<file path="src/rtl/bitrev_pkg.sv">
// Shared definitions for the bit-reversal datapath: word width, assembler
// state encoding and the counter-width helper.
package bitrev_pkg;

  localparam int MAXBITS_DEFAULT = 32;

  typedef enum logic [1:0] {
    IDLE  = 2'd0,
    SHIFT = 2'd1,
    FULL  = 2'd2
  } state_t;

  // Bits needed to hold any count from 0 up to and including maxbits.
  function automatic int cntw(input int maxbits);
    return $clog2(maxbits + 1);
  endfunction

endpackage

</file>
<file path="src/rtl/serial_word_assembler.sv">
// Serial-to-parallel front end: shifts bits in MSB-first, closes a frame on
// sin_last or a full word, and holds the result under a valid/ready handshake.
module serial_word_assembler
  import bitrev_pkg::*;
#(
  parameter  int MAXBITS = MAXBITS_DEFAULT,
  localparam int CNTW    = cntw(MAXBITS)
) (
  input  logic               clk,
  input  logic               rst_n,
  input  logic               sin,
  input  logic               sin_valid,
  input  logic               sin_last,
  output logic               sin_ready,
  output logic [MAXBITS-1:0] out_data,
  output logic [CNTW-1:0]    out_len,
  output logic               out_valid,
  input  logic               out_ready
);

  localparam logic [CNTW-1:0] LAST_COUNT = CNTW'(MAXBITS - 1);

  state_t             r_state;
  state_t             w_state_next;
  logic [MAXBITS-1:0] r_shreg;
  logic [CNTW-1:0]    r_count;
  logic               w_accept;
  logic               w_frame_end;
  logic               w_release;

  assign w_accept    = sin_valid & sin_ready;
  // A full word closes the frame even without sin_last, so a last flag on
  // the final bit never spawns an empty frame.
  assign w_frame_end = sin_last | (r_count == LAST_COUNT);
  assign w_release   = (r_state == FULL) & out_ready;

  always_ff @(posedge clk) begin
    if (!rst_n) begin
      r_state <= IDLE;
    end else begin
      r_state <= w_state_next;
    end
  end

  always_comb begin
    w_state_next = r_state;
    case (r_state)
      IDLE, SHIFT: begin
        if (w_accept) begin
          w_state_next = w_frame_end ? FULL : SHIFT;
        end
      end
      FULL: begin
        if (out_ready) begin
          w_state_next = IDLE;
        end
      end
      default: w_state_next = IDLE;
    endcase
  end

  always_comb begin
    sin_ready = 1'b0;
    out_valid = 1'b0;
    case (r_state)
      IDLE, SHIFT: sin_ready = 1'b1;
      FULL:        out_valid = 1'b1;
      default: begin
        sin_ready = 1'b0;
        out_valid = 1'b0;
      end
    endcase
  end

  always_ff @(posedge clk) begin
    if (!rst_n) begin
      r_shreg <= '0;
      r_count <= '0;
    end else if (w_accept) begin
      r_shreg <= {r_shreg[MAXBITS-2:0], sin};
      r_count <= r_count + 1'b1;
    end else if (w_release) begin
      r_shreg <= '0;
      r_count <= '0;
    end
  end

  // Clearing on release leaves the word right-aligned with zero padding above.
  assign out_data = r_shreg;
  assign out_len  = r_count;

endmodule

</file>
<file path="config.mk">
export PLATFORM = sky130hd
export DESIGN_NAME = serial_word_assembler
export DESIGN_NICKNAME = d
export VERILOG_FILES = /design/src/rtl/bitrev_pkg.sv /design/src/rtl/serial_word_assembler.sv
export SDC_FILE = /design/constraint.sdc
export NUM_CORES = 1
export LEC_CHECK = 0
export ABC_AREA = 0
export CAP_MARGIN = 20
export CORE_ASPECT_RATIO = 0.6
export CORE_MARGIN = 1
export CORE_UTILIZATION = 45
export CTS_CLUSTER_SIZE = 24
export DETAILED_ROUTE_END_ITERATION = 8
export PLACE_DENSITY = 0.85
export SETUP_SLACK_MARGIN = 0.3
export SLEW_MARGIN = 20
export SYNTH_ARGS = -nofsm -noshare
export SYNTH_HDL_FRONTEND = slang
export SYNTH_SLANG_ARGS = --single-unit
</file>
<file path="constraint.sdc">
create_clock -name clk -period 1.3 [get_ports clk]
set_input_delay 0.26 -clock clk [delete_from_list [all_inputs] [get_ports clk]]
set_output_delay 0.26 -clock clk [all_outputs]
set_load 0.01 [all_outputs]
</file>
==> impl_metrics.toml, run 1 <==
[run_status]
status = "completed"

[detailed_routing]
drtIter0Drc = 153
drtPass1Iterations = 5
via_per_inst = 6.120
drtAntennaViolNets = 0
wl_per_cell_um = 21.03
via_count = 1677
post-route-drc-count = 0
wl_um = 5763

[logic_synthesis]
synth_edf_count = 0
syn-num-nets = 165
yosys_warnings = 0
syn-cell-area_sq_mm = 0.001473
synth_cell_types = 29
ys_ff_latch = 40
synth_ff_type = "dfxtp_1"
syn_inst = 158
synth_async_sr_flop_share = 0
syn-mean-instance-area_sq_um = 9.321
seq_area_frac_synth = 0.5438

[clock_network]
cts_hold_buffers = 0
clkTransAtPathRegs_ns = 0.08
cts_num_sinks = 40
cts_tree = "built"
cts_root_buf = "clkbuf_8"
clk_latency_ns = 0.30
clockBufferDepth = 2
cts_htree_levels = 2
numCtsBuffers = 5

[placement]
dpl-instance-area_sq_mm = 0.002049
preCtsSetupSlack_ns = -0.2076
io_buffers = 45
dp_hpwl_um = 2632
globalplace.congestion = 0.9194

[worst_setup_path]
cp.required_ns = 1.52
start_kind = "flop"
r2r-end = "out_len[4]"
cp.depth = 4
rr_worst_depth = 4
worst_path_max_delay_cell = "or3_4"
cp_data_arrival_time_ns = 1.49
crit_chain = "buf_6 -> nand2b_4 -> or3_4 -> o221ai_2"
crit_fanout = 8
r2r-start = "r_state[1]"
path_delay_family = "simple AND/OR/NAND/NOR gates"
path_buf_inv = 1
crit_end = "out_len[4]"
crit_type = "flop to flop"
crit_start = "r_state[1]"
max_stage_delay_ns = 0.40
worst-r2r-setup-slack_ns = 0.03
cp-end-kind = "flop"

[timing]
fin_tns_setup_ns = 0
rsz0062_at_grt = "true"
report.final.hold_viol_count = 0
fin_crit_sh = 0.9799
relSlewSlack = 0.8169
slew_viol_final = 0
skew_ns = 0.01216
fin_crit_ns = 1.274
tightest_slew_ns = 0.2747
setup_ws_ns = 0.02617
setup_viol = 0
fmax_ghz = 0.7850
hold_slack_ns = 0.5117

[power]
p_leak_uw = 0.001032
pwr-share-comb = 0.149
ir_worst_vdd_mv = 0.7861
power.switching_uw = 653.4
p_sw_frac = 0.2609
clkPwrFrac = 0.349
intPower_uw = 1851
cellPowerDensity_mw_per_mm2 = 962.7
power.share.sequential = 0.502

[die]
start_util = 0.4935
dieArea_sq_mm = 0.003513
fp.dieH_um = 46.31
coreArea_sq_mm = 0.002984
die_w_um = 75.86
ioPinCount = 46
num_rows = 15

[hold_path]
hold_path_class = "flop to flop"

[cells_and_area]
utilization = 0.8717
fill_cells = 109
multiInputGateArea_sq_um = 755.7
drive_gt1_frac = 0.6552
syn2layout_area_growth_pct = 76.64
n_antenna_cell = 0
mostFrequentLayoutCell = "buf_6"
ff_latch_area_sq_um = 854.6
final_area_sq_mm = 0.002601
layout_common_cells = "buf_6, dfxtp_2, nand2_1, buf_4, o22ai_1"
layout.nets = 238

[global_routing]
gr-usage-all-layers = 0.2649
grt_pass1_vias = 1400
grt_first_pass_wirelength_um = 6603
antenna_found_initial = 0
grt_overflow = 0
grt_max_degree = 25

[run]
cap_violations = 0
[routing by layer]
layer  part of all wire  track usage  vias to the layer above
met5                  0            0                        -
met4              0.037       0.1000                        0
met3               0.10      0.07221                       22
met2               0.45       0.4265                      124
met1               0.41       0.3427                      817
li1                   -            -                      714
[metrics by stage]
stage | instances | total power (uW)
4_1_cts | 265 | 2378
3_3_place_gp | 249 | 1504
2_1_floorplan | 158 | 1410
5_1_grt | 274 | 2557
6_report | 274 | 2504
3_5_place_dp | 249 | 1511
[how the worst min path moves through the flow]
stage | startpoint | endpoint | slack (ns) | depth (start not counted)
2_1_floorplan | sin | out_data[0] | 0.39 | 2
3_3_place_gp | out_data[31] | out_data[31] | 0.46 | 2
3_5_place_dp | out_data[31] | out_data[31] | 0.47 | 2
4_1_cts | out_data[31] | out_data[31] | 0.48 | 2
5_1_grt | out_data[23] | out_data[24] | 0.54 | 2
6_report | out_data[20] | out_data[21] | 0.51 | 2
[what timing repair did]
item	4_1_cts	5_1_grt
cloned	0	3
endpoints found under the setup margin	80	80
resized for setup	240	39
pin swaps	8	9
setup buffers	8	6
[power by group through the flow]
stage	registers (uW)	logic, uW	clock network, uW
2_1_floorplan	1280	127	0
3_3_place_gp	1280	225	0
3_5_place_dp	1280	230	0
4_1_cts	1250	273	853
5_1_grt	1260	381	920
6_report	1260	374	874
[state kept, by name, summed over array words and instances (netlist names)]
signal	count
r_state	2
out_data	32
out_len	6
[kinds of logic after synthesis]
logic type / after synthesis / share of synthesized area
compound gates: 42 / 0.1852
fa+ha+maj: 1 / 0.008495
buf+inv: 16 / 0.06541
flops: 40 / 0.5438
mux: 1 / 0.006797
simple gates: 58 / 0.1903
[area by class of cell]
class / count / area share
clock buffers: 7 / 0.03319
clock inverters: 1 / 0.002886
inverters: 3 / 0.004329
multi-input cells: 102 / 0.2905
flip-flops and latches: 40 / 0.3285
well taps: 42 / 0.02020
repair buffers: 79 / 0.3203
[synthesized netlist by cell type, types with 2 or more instances]
| master | number | share of area |
|---|---|---|
| buf_6 | 4 | 0.031 |
| a21oi_1 | 3 | 0.010 |
| o21ai_0 | 2 | 0.0068 |
| clkbuf_1 | 4 | 0.010 |
| o22ai_1 | 31 | 0.13 |
| nor2b_1 | 2 | 0.0085 |
| nand4_1 | 4 | 0.017 |
| or3_1 | 2 | 0.0085 |
| nand3_1 | 6 | 0.020 |
| buf_2 | 4 | 0.014 |
| nand2_1 | 36 | 0.092 |
| inv_1 | 3 | 0.0076 |
| dfxtp_1 | 40 | 0.54 |
| and3_1 | 2 | 0.0085 |
[worst reg2reg max path, stage by stage, from the launching register on]
cell	delay (ns)
dfxtp_2	0.33
buf_6	0.13
nand2b_4	0.18
or3_4	0.40
o221ai_2	0.16
(Power assumes the default switching activity.)
==> inputs of run 2 (changes only) <==
--- a/config.mk
+++ b/config.mk
@@ -9,10 +9,11 @@
 export CAP_MARGIN = 20
 export CORE_ASPECT_RATIO = 0.6
 export CORE_MARGIN = 1
-export CORE_UTILIZATION = 45
+export CORE_UTILIZATION = 47
+export CTS_BUF_LIST = sky130_fd_sc_hd__clkbuf_8
 export CTS_CLUSTER_SIZE = 24
 export DETAILED_ROUTE_END_ITERATION = 8
-export PLACE_DENSITY = 0.85
+export PLACE_DENSITY = 0.88
 export SETUP_SLACK_MARGIN = 0.3
 export SLEW_MARGIN = 20
 export SYNTH_ARGS = -nofsm -noshare
==> run 2 against run 1 <==
Combinational power shrank 18%. Sequential power is essentially flat. Critical path type is now primary input to flop. Final area shrank 5.9%. Utilization shrank 3.5 points. Clock skew shrank 0.0031 ns. Largest cell class unchanged. Largest power group unchanged. Die area shrank 4.1%. Global-route usage grew 0.85 points. Maximum frequency grew 0.29%.
==> impl_metrics.toml, run 2 (synthesized netlist as in run 1, its figures left out) <==
[timing]
skew_ns = 0.009051
fin_crit_sh = 0.9770
relSlewSlack = 0.8021
report.final.hold_viol_count = 0
rsz0062_at_grt = "true"
setup_viol = 0
tightest_slew_ns = 0.2944
fin_crit_ns = 1.270
fmax_ghz = 0.7873
slew_viol_final = 0

[cells_and_area]
largest_reg_flops = 32
final_area_sq_mm = 0.002449
layout_common_cells = "buf_6, dfxtp_2, nand2_1, o22ai_1, buf_4"
mostFrequentLayoutCell = "buf_6"
layout.nets = 231
multiInputGateArea_sq_um = 671.9
drive_gt1_frac = 0.5938
n_antenna_cell = 0
ff_latch_area_sq_um = 854.6
final_cells = 266
syn2layout_area_growth_pct = 66.27
fill_cells = 165

[detailed_routing]
wl_um = 5220
drtIter0Drc = 86
via_per_inst = 6.000
wl_per_cell_um = 19.62
via_count = 1596
drtPass1Iterations = 4
post-route-drc-count = 0
drtAntennaViolNets = 0

[worst_setup_path]
crit_chain = "clkdlybuf4s50_1 -> inv_1 -> or3_1 -> o221ai_2"
path_buf_inv = 2
start_kind = "primary input"
worst_path_max_delay_cell = "clkdlybuf4s50_1"
max_stage_delay_ns = 0.53
cp.required_ns = 1.52
path_delay_family = "buffers and inverters"
crit_type = "primary input to flop"
crit_start = "rst_n"
cp-end-kind = "flop"
r2r-start = "r_state[1]"
cp_data_arrival_time_ns = 1.49
crit_fanout = 3

[power]
intPower_uw = 1856
power.share.sequential = 0.512
p_leak_uw = 0.0009894
totalPowerFinal_uw = 2453
clkPwrFrac = 0.363
power.switching_uw = 596.9
p_sw_frac = 0.2433
cellPowerDensity_mw_per_mm2 = 1002
pwr-share-comb = 0.126
ir_worst_vdd_mv = 0.8873

[placement]
globalplace.congestion = 0.8700
dp_hpwl_um = 2602
dp.cells = 247
dpl-instance-area_sq_mm = 0.002047
io_buffers = 45

[clock_network]
clk_latency_ns = 0.30
clockBufferDepth = 2
numCtsBuffers = 5
cts_num_sinks = 40
clkTransAtPathRegs_ns = 0.07
cts_htree_levels = 2
cts_root_buf = "clkbuf_8"
cts_tree = "built"

[global_routing]
gr-usage-all-layers = 0.2734
grt_max_degree = 26
grt_pass1_vias = 1448
grt_first_pass_wirelength_um = 6624
grt_overflow = 0
antenna_found_initial = 0

[run]
cap_violations = 0

[die]
die_w_um = 74.27
ioPinCount = 46
start_util = 0.5030
fp.dieH_um = 45.36
num_rows = 15
dieArea_sq_mm = 0.003369
coreArea_sq_mm = 0.002928

[hold_path]
hold_path_class = "flop to flop"
min_from = "out_data[10]"

[run_status]
status = "completed"
## run 2: changes by cell type in the layout (fill, tap and decap cells not counted), moves of 2 or more
cell and change:
clkdlybuf4s50_1 +2, o22ai_2 -5, nand3_1 +3, o22ai_4 -3
o22ai_1 +8, buf_4 -3, dlygate4sd2_1 -2, nand3_2 -3
clkbuf_16 -2
## run 2: worst register-to-register path, delay by kind of cell, from the launching register on
| family | cells | cell delay, ns |
|---|---|---|
| AOI/OAI and AO/OA | 1 | 0.15 |
| buffers and inverters | 1 | 0.13 |
| DFF | 1 | 0.33 |
| and+or+nand+nor | 2 | 0.56 |
## run 2: per-stage QoR
step	setup TNS [ns]	utilization	worst slack [ns]	hold slack (ns)
6_report	0	0.8363	0.02991	0.5118
4_1_cts	0	0.7739	0.1299	0.4657
5_1_grt	0	0.8363	0.008861	0.5215
3_5_place_dp	-4.611	0.6991	-0.2166	0.4616
3_3_place_gp	-3.265	0.6991	-0.1589	0.4584
2_1_floorplan	0	-	0.1830	0.3904
## run 2: path summary, 6_finish.rpt
check	slack [ns]	endpoint	cells after the start
worst max-delay path	0.03	out_len[3]	4
worst min-delay path	0.51	out_data[10]	2
worst max register to register	0.04	out_len[3]	4
worst min register to register	0.51	out_data[10]	2
## run 2: cell type report
| class | instances | share of cell area |
|---|---|---|
| flip-flops and latches | 40 | 0.3490 |
| clock buffers | 7 | 0.03935 |
| well taps | 42 | 0.02146 |
| repair buffers | 72 | 0.3112 |
| inverters | 3 | 0.004599 |
| multi-input cells | 102 | 0.2744 |
## run 2: power by group through the flow
stage,clock [uW],sequential [uW],combinational [uW]
4_1_cts,871,1250,253
2_1_floorplan,0,1280,127
6_report,890,1260,308
3_3_place_gp,0,1280,223
3_5_place_dp,0,1280,232
5_1_grt,936,1260,324
## run 2: per-layer routing
layer / part of all wire / GRT usage
met1: 0.39 / 0.2950
met2: 0.46 / 0.4873
met3: 0.089 / 0.08036
met4: 0.060 / 0.1623
met5: 0 / 0
## run 2: repair_timing
| item | in CTS | in global routing |
|---|---|---|
| gates resized for setup | 239 | 27 |
| endpoints found under the hold margin | 0 | 0 |
| pin swaps | 9 | 4 |
| hold buffers | 0 | 0 |
| buffers inserted | 7 | 5 |
| gates cloned | 0 | 0 |
| endpoints found under the setup margin | 80 | 80 |
==> inputs of run 3 (changes only) <==
--- a/config.mk
+++ b/config.mk
@@ -9,11 +9,12 @@
 export CAP_MARGIN = 20
 export CORE_ASPECT_RATIO = 0.6
 export CORE_MARGIN = 1
-export CORE_UTILIZATION = 47
+export CORE_UTILIZATION = 50
 export CTS_BUF_LIST = sky130_fd_sc_hd__clkbuf_8
-export CTS_CLUSTER_SIZE = 24
+export CTS_CLUSTER_SIZE = 10
 export DETAILED_ROUTE_END_ITERATION = 8
-export PLACE_DENSITY = 0.88
+export DONT_BUFFER_PORTS = 1
+export PLACE_DENSITY = 0.72
 export SETUP_SLACK_MARGIN = 0.3
 export SLEW_MARGIN = 20
 export SYNTH_ARGS = -nofsm -noshare
==> run 3 against run 2 <==
Clock skew fell by 0.0018 ns. Critical path depth did not move. Critical path type is now flop to flop. Via count fell by 18%. Largest power group unchanged. Clock power rose by 12%. Worst setup slack improved by 0.089 ns. Global-route usage fell by 4.1 points. Critical endpoint is now out_len[2]. Combinational power fell by 21%. Count of clock-buffer cells in the layout fell by 2.
==> impl_metrics.toml, run 3 (synthesized netlist as in run 1, its figures left out) <==
[run_status]
status = "completed"

[clock_network]
clockBufferDepth = 2
cts_root_buf = "clkbuf_8"
cts_num_sinks = 40
cts_htree_levels = 2
clk_latency_ns = 0.29
clkTransAtPathRegs_ns = 0.08
cts_tree = "built"
cts_hold_buffers = 0
numCtsBuffers = 5

[worst_setup_path]
path_delay_family = "compound AO/OA/AOI/OAI gates"
crit_type = "flop to flop"
cp-end-kind = "flop"
path_buf_inv = 1
crit_fanout = 5
max_stage_delay_ns = 0.38
start_kind = "flop"
worst_path_max_delay_cell = "dfxtp_4"
cp.required_ns = 1.50
crit_chain = "ha_4 -> buf_6 -> o21a_1 -> a211oi_2"
cp_data_arrival_time_ns = 1.38

[timing]
tightest_slew_ns = 0.3887
fin_crit_ns = 1.181
slew_viol_final = 0
hold_slack_ns = 0.1076
rsz0062_at_grt = "true"
relSlewSlack = 0.7381
fin_tns_setup_ns = 0
skew_ns = 0.007257
fin_crit_sh = 0.9083
fmax_ghz = 0.8469
report.final.hold_viol_count = 0
setup_viol = 0

[global_routing]
grt_first_pass_wirelength_um = 5382
grt_max_degree = 42
antenna_found_initial = 0
grt_busiest_layer = "met2"
grt_pass1_vias = 1139
grt_overflow = 0
met1_usage = 0.2878
use_met2 = 0.3570
gr-usage-all-layers = 0.2328
grtUsageMet3 = 0.09339

[die]
ioPinCount = 46
num_rows = 14
fp.dieH_um = 44.04
dieArea_sq_mm = 0.003174
die_w_um = 72.07
start_util = 0.5568
coreArea_sq_mm = 0.002645

[power]
cellPowerDensity_mw_per_mm2 = 1266
ir_worst_vdd_mv = 1.012
p_leak_uw = 0.0006766
totalPowerFinal_uw = 2493

[placement]
io_buffers = 0
dp_hpwl_um = 2098
globalplace.congestion = 0.9087

[detailed_routing]
drtIter0Drc = 120
via_count = 1302
via_per_inst = 6.142
wl_um = 4008
post-route-drc-count = 0
drtPass1Iterations = 4
wl_per_cell_um = 18.91
drtAntennaViolNets = 0

[cells_and_area]
syn2layout_area_growth_pct = 33.73
layout_common_cells = "nand2_1, dfxtp_1, o22ai_1, o22ai_2, buf_6"
drive_gt1_frac = 0.3605
mostFrequentLayoutCell = "nand2_1"
n_antenna_cell = 0
largest_reg_flops = 32
layout.nets = 178

[run]
cap_violations = 0

[hold_path]
hold_path_class = "primary input to flop"
run 3: changes by cell type in the layout (fill, tap and decap cells not counted), sizes merged, moves of 2 or more:
cell / change
buf: -53
clkbuf: -2
clkdlybuf4s50: -4
nand2: +5
run 3: power by group:
part,leakage [uW],switching (uW),internal [uW]
clock,0.0000541,427,568
sequential,0.000327,19.6,1240
combinational,0.000295,140,102
total,0.000677,587,1910
run 3: path summary, 6_finish.rpt:
check | startpoint | end | slack (ns) | cells after the start
worst max-delay path | out_len[1] | out_len[2] | 0.12 | 4
worst min register to register | out_data[31] | out_data[31] | 0.52 | 2
worst max register to register | out_len[1] | out_len[2] | 0.12 | 4
worst min-delay path | sin | out_data[0] | 0.11 | 2
run 3: repair_timing:
action | in CTS | in global routing
resized for setup | 27 | 24
setup endpoints to repair | 46 | 45
pin swaps | 9 | 6
setup buffers | 7 | 3
cloned | 2 | 3
run 3: worst register-to-register path, cell delays in order (launching register included):
cell,delay [ns]
dfxtp_4,0.38
ha_4,0.17
buf_6,0.12
o21a_1,0.21
a211oi_2,0.21
run 3: through the flow:
step | utilization | area, sq um | cells | setup WS [ns]
final | 0.7446 | 1969 | 212 | 0.1193
after global routing | 0.7446 | 1969 | 212 | 0.07968
after CTS | 0.6717 | 1777 | 206 | 0.1346
after detailed placement | 0.5572 | 1474 | 189 | 0.05266
after global placement | 0.5572 | 1474 | 189 | 0.1063
after floorplan | - | 1479 | 158 | 0.1830
run 3: per-layer routing:
metal / routed length [um] / part of all wire
met1: 1679 / 0.42
met2: 1864 / 0.47
met3: 385 / 0.096
met4: 78 / 0.019
met5: 0 / 0
run 3: final cells by class:
type | instances | area, sq um
tap | 40 | 50.05
clock inverter | 3 | 42.54
clock buffer | 5 | 68.82
inverter | 3 | 13.76
sequential | 40 | 818.3
timing repair buffer | 14 | 167.7
fill | 178 | 675.6
multi-input combinational | 107 | 808.3
==> edit 1: new RTL, config.mk and constraints of run 1 <==
Encoding of `state_t`: now one-hot (3 bits for 3 states).
--- a/src/rtl/bitrev_pkg.sv
+++ b/src/rtl/bitrev_pkg.sv
@@ -6,6 +6,6 @@
 
-  typedef enum logic [1:0] {
-    IDLE  = 2'd0,
-    SHIFT = 2'd1,
-    FULL  = 2'd2
+  typedef enum logic [2:0] {
+    IDLE  = 3'b001,
+    SHIFT = 3'b010,
+    FULL  = 3'b100
   } state_t;
Function: no difference found for any inputs over 10 cycles, from zero or initial values and one cycle with rst_n low; not proved beyond that.
==> edit 1 against run 1 <==
  * The flow now finishes with violations (negative setup slack)
  * Sequential share of layout area barely moved
  * Synthesized cell count grew 7.6%
  * Setup slack worse by 97 ps
  * Sequential cell count is 1 higher
  * Wire length fell by 7.2%
  * Design area grew 4.2%
  * Power increased by 3.5%
  * Area after synthesis is 6.5% higher
  * Via count down 0.83%
  * Cell count up 4.7%
  * Non-clock buffer count is 2 lower
  * Critical path type unchanged
  * Largest cell class unchanged
==> edit 1: results (changes against run 1) <==
worst_setup_path:
  cp_max_fo: 17  # +9
  critPathTopFamily: "flip-flops"
  slowest_stage: "dfxtp_4"
  crit_arrival_ps: 1540  # +50 ps
  cp_slowest_stage_delay_ps: 370  # -30 ps
cells_and_area:
  largest_reg_flops: 32  # unchanged
  n_antenna_cell: 0  # unchanged
  nets: 248  # +4.2%
  multiInputGateArea_sq_um: 858  # +14%
  fillers: 171  # +57%
  drive_above_1_share_pct: 61.6  # -3.9 points
global_routing:
  grt_usage_pct: 24.8  # -1.7 points
  grt_max_degree: 34  # +36%
  grt_pass1_vias: 1333  # -4.8%
  grt_pass1_wl_mm: 6.71  # +1.7%
  antenna_found_initial: 0  # unchanged
timing:
  tns_ps: -724  # -724 ps
  clock_skew_ps: 5.43  # -6.72 ps
  worst_pin_slew_ps: 302  # +27.3 ps
  fin_ws_ps: -70.8  # -96.9 ps
  finalSetupViolCount: 34  # +34
  hold_ws_ps: 505  # -7.05 ps
synth:
  yosys-top-cells-area: "dfxtp_1, o22ai_1, nand2_1, buf_4, nand2b_1"
  async_reset_ff_share_pct: 0  # unchanged
  syn_nets: 177  # +7.3%
  synthTopCellsByCount: "dfxtp_1, nand2_1, o22ai_1"
  netlist-cell-type-count: 29  # unchanged
  avgSynthCellArea_sq_um: 9.23  # -0.98%
  yosysSeqAreaShare_pct: 52.3  # -2.1 points
clock_network:
  cts_root_buf: "clkbuf_8"
  clock_path_buffers: 2  # unchanged
  clkTransAtPathRegs_ps: 80  # about the same
  h-tree-depth: 2  # unchanged
place:
  hpwl_mm: 2.69  # +2.1%
  postPlaceCellArea_sq_um: 2240  # +9.2%
  dp_cells: 264  # +6.0%
  gp_congestion: 0.870  # -5.4%
  dp_slack_ps: -335  # -127 ps
power_and_ir_drop:
  worst_ir_drop_vdd_uv: 720  # -8.4%
  leakage_nw: 1.06  # +2.2%
drt:
  wirelength_mm: 5.35  # -7.2%
  vias_per_cell: 5.79  # -5.3%
  drtPass1Iterations: 5  # unchanged
  drt-initial-drc-count: 105  # -31%
  num_vias: 1663  # -0.83%
outcome:
  violations: "negative setup slack"
  status: "complete, but fails checks"
[edit 1: final timing paths]
path / start / endpoint / cells past startpoint
worst max register to register: r_state[1]$_SDFFE_PN0P_ / out_data[23]$_SDFFE_PN0P_ / 5
worst min-delay path: out_data[25]$_SDFFE_PN0P_ / out_data[26]$_SDFFE_PN0P_ / 2
worst max-delay path: r_state[1]$_SDFFE_PN0P_ / out_data[23]$_SDFFE_PN0P_ / 5
worst min register to register: out_data[25]$_SDFFE_PN0P_ / out_data[26]$_SDFFE_PN0P_ / 2
[edit 1: kinds of logic after synthesis]
kind of cell / synth area share, %
mux: 0.638
flops: 52.3
fa+ha+maj: 0.797
compound gates: 19.2
buf+inv: 4.70
xor+xnor: 1.60
simple gates: 20.7
[edit 1: what timing repair did]
| action | in CTS | in global routing |
|---|---|---|
| endpoints found under the setup margin | 81 | 81 |
| setup buffers | 7 | 6 |
| resized for setup | 245 | 21 |
| pin swaps | 4 | 13 |
| hold endpoints to repair | 0 | 0 |
| cloned | 0 | 2 |
[edit 1: where the power goes]
group	switching, W	leakage [nW]	internal, W
Combinational	0.000235	0.654	0.000217
Sequential	0.0000281	0.353	0.00127
Clock	0.000473	0.0482	0.000372
[edit 1: final cells by class]
class | count | share of cell area (%)
Clock inverter | 3 | 0.600
Sequential cell | 41 | 32.8
Timing Repair Buffer | 77 | 30.3
Clock buffer | 5 | 2.54
Tap cell | 45 | 2.08
Multi-Input combinational cell | 116 | 31.7
[edit 1: routing by layer]
layer | track usage, % | up-vias | share of wire [%]
met5 | 0 | - | 0
met4 | 6.67 | 0 | 2.4
met3 | 7.62 | 17 | 6.9
met2 | 37.7 | 88 | 46
met1 | 34.7 | 792 | 44
li1 | - | 766 | -
==> edit 2: new RTL, settings of run 1 <==
Made on the original files. `MAXBITS_DEFAULT`: 32 -> 36.
--- a/src/rtl/bitrev_pkg.sv
+++ b/src/rtl/bitrev_pkg.sv
@@ -4,3 +4,3 @@
 
-  localparam int MAXBITS_DEFAULT = 32;
+  localparam int MAXBITS_DEFAULT = 36;
 
Ports: changed (resized out_data); port bits go from 46 to 50. The function was not compared with the original's and may differ.
==> edit 2 against run 1 <==
  * Count of clock-buffer cells in the layout stayed put
  * Global-route usage down 0.76 points
  * Largest cell class unchanged
  * Design area is 4.9% higher
  * Area after synthesis is 7.1% higher
  * Wire length down 7.7%
  * Largest power group unchanged
  * Clock power is 4.0% higher
  * Setup slack gained 48 ps
  * Power rose by 4.7%
  * Critical path depth is 1 higher
  * Sequential share of layout area increased by 1.7 points
  * Sequential cell count up 4
  * Via count fell by 0.24%
  * Non-clock buffer count rose by 5
==> edit 2: results (changes against run 1) <==
synth:
  async_reset_ff_share_pct: 0  # unchanged
  yosys-top-cells-area: "dfxtp_1, o22ai_1, nand2_1, buf_6, nand3_1"
  synth.area.mux_share_pct: 0.635  # -0.045 points
  syn_nets: 179  # +8.5%
  synth-compound-area-share_pct: 18.7  # +0.21 points
  netlist-cell-type-count: 28  # -3.4%
  synthTopCellsByCount: "dfxtp_1, nand2_1, o22ai_1"
  synthAdderAreaFrac_pct: 0.794  # -0.056 points
  netlist_instances: 172  # +8.9%
  yosys.area_share.xor_xnor_pct: 0  # unchanged
  yosysSeqAreaShare_pct: 55.9  # +1.5 points
global_routing:
  antenna_found_initial: 0  # unchanged
  grt_pass1_wl_mm: 6.94  # +5.1%
  grt_usage_pct: 25.7  # -0.76 points
  grt_pass1_vias: 1469  # +4.9%
  grt_max_degree: 28  # +12%
outcome:
  status: "completed"
min_path:
  min_from: "out_data[35]$_SDFFE_PN0P_"
  min_to: "out_data[35]$_SDFFE_PN0P_"
  hold_path_class: "flop to flop"
power_and_ir_drop:
  leakage_nw: 1.09  # +6.0%
  worst_ir_drop_vdd_uv: 1040  # +32%
worst_setup_path:
  crit_type: "flop to flop"
  r2r_slack_ps: 70  # +50 ps
  cp_max_fo: 13  # +5
  r2r_end: "out_data[1]$_SDFFE_PN0P_"
  crit_arrival_ps: 1460  # -30 ps
  r2r_cells: 5  # +1
drt:
  drt-initial-drc-count: 89  # -42%
  routedWlPerCell_microns: 18.1  # -14%
  drtPass1Iterations: 4  # -1
  num_vias: 1673  # -0.24%
cells_and_area:
  drive_above_1_share_pct: 63.1  # -2.5 points
  n_antenna_cell: 0  # unchanged
  fillers: 179  # +64%
  largest_reg_flops: 36  # +13%
  finalNonFillerCells: 294  # +7.3%
  nets: 255  # +7.1%
clock_network:
  h-tree-depth: 2  # unchanged
  cts_root_buf: "clkbuf_8"
  cts_buffers: 5  # unchanged
place:
  hpwl_mm: 2.56  # -2.6%
  dp_slack_ps: -252  # -44.8 ps
  gp_congestion: 0.819  # -11%
  dp_cells: 265  # +6.4%
  io_buffer_count: 49  # +8.9%
timing:
  final-hold-violation-count: 0  # unchanged
  finalCriticalPeriod_ps: 1230  # -47.6 ps
  clock_skew_ps: 8.02  # -4.14 ps
  worst_pin_slew_ps: 406  # +131 ps
edit 2: layer usage:
layer	up-vias	wire, microns	track usage (%)
met1	796	2240	30.6
met4	0	118	14.8
li1	766	-	-
met2	98	2470	43.0
met5	-	0	0
met3	13	491	8.57
edit 2: worst max-delay path, cell delays in order, from the launching register on:
cell and delay, ps:
dfxtp_2 360, buf_6 130, nand2b_4 200, nand2_4 110, clkbuf_16 190, o22ai_1 170
edit 2: layout make-up:
cell class	count	area, sq um	area share, %
clock buffer	7	86.3	3.17
clock inverter	1	7.51	0.275
inverter	3	11.3	0.413
multi-input combinational	110	756	27.7
sequential	44	943	34.6
tap	45	56.3	2.06
timing repair buffer	84	867	31.8
edit 2: what timing repair did:
item | CTS | global route
pin swaps | 8 | 6
endpoints found under the setup margin | 88 | 88
buffers inserted | 11 | 8
gates resized for setup | 289 | 14
gates cloned | 1 | 1
edit 2: cells by family (layout without fill, tap and decap cells):
logic type               Yosys count  count (layout)
flip-flops                        44              44
AO/OA/AOI/OAI                     47              47
multiplexers                       1               1
adder cells (fa/ha/maj)            1               1
AND/OR/NAND/NOR                   61              61
buffers and inverters             18              95
edit 2: through the flow:
step           area [sq um]  hold WS, ps  TNS, ps  utilization [%]  power, W
2_1_floorplan          1610          390        0                -   0.00155
3_3_place_gp           2180          456    -5820             65.9   0.00162
3_5_place_dp           2180          485    -7390             65.9   0.00162
4_1_cts                2580          496        0             78.1   0.00254
5_1_grt                2730          518        0             82.6   0.00270
6_report               2730          499        0             82.6   0.00262
edit 2: power by group:
group	switching, W	internal (W)	total (W)
logic	0.000176	0.000161	0.000337
registers	0.0000171	0.00136	0.00138
clock network	0.000477	0.000432	0.000909
total	0.000670	0.00195	0.00262
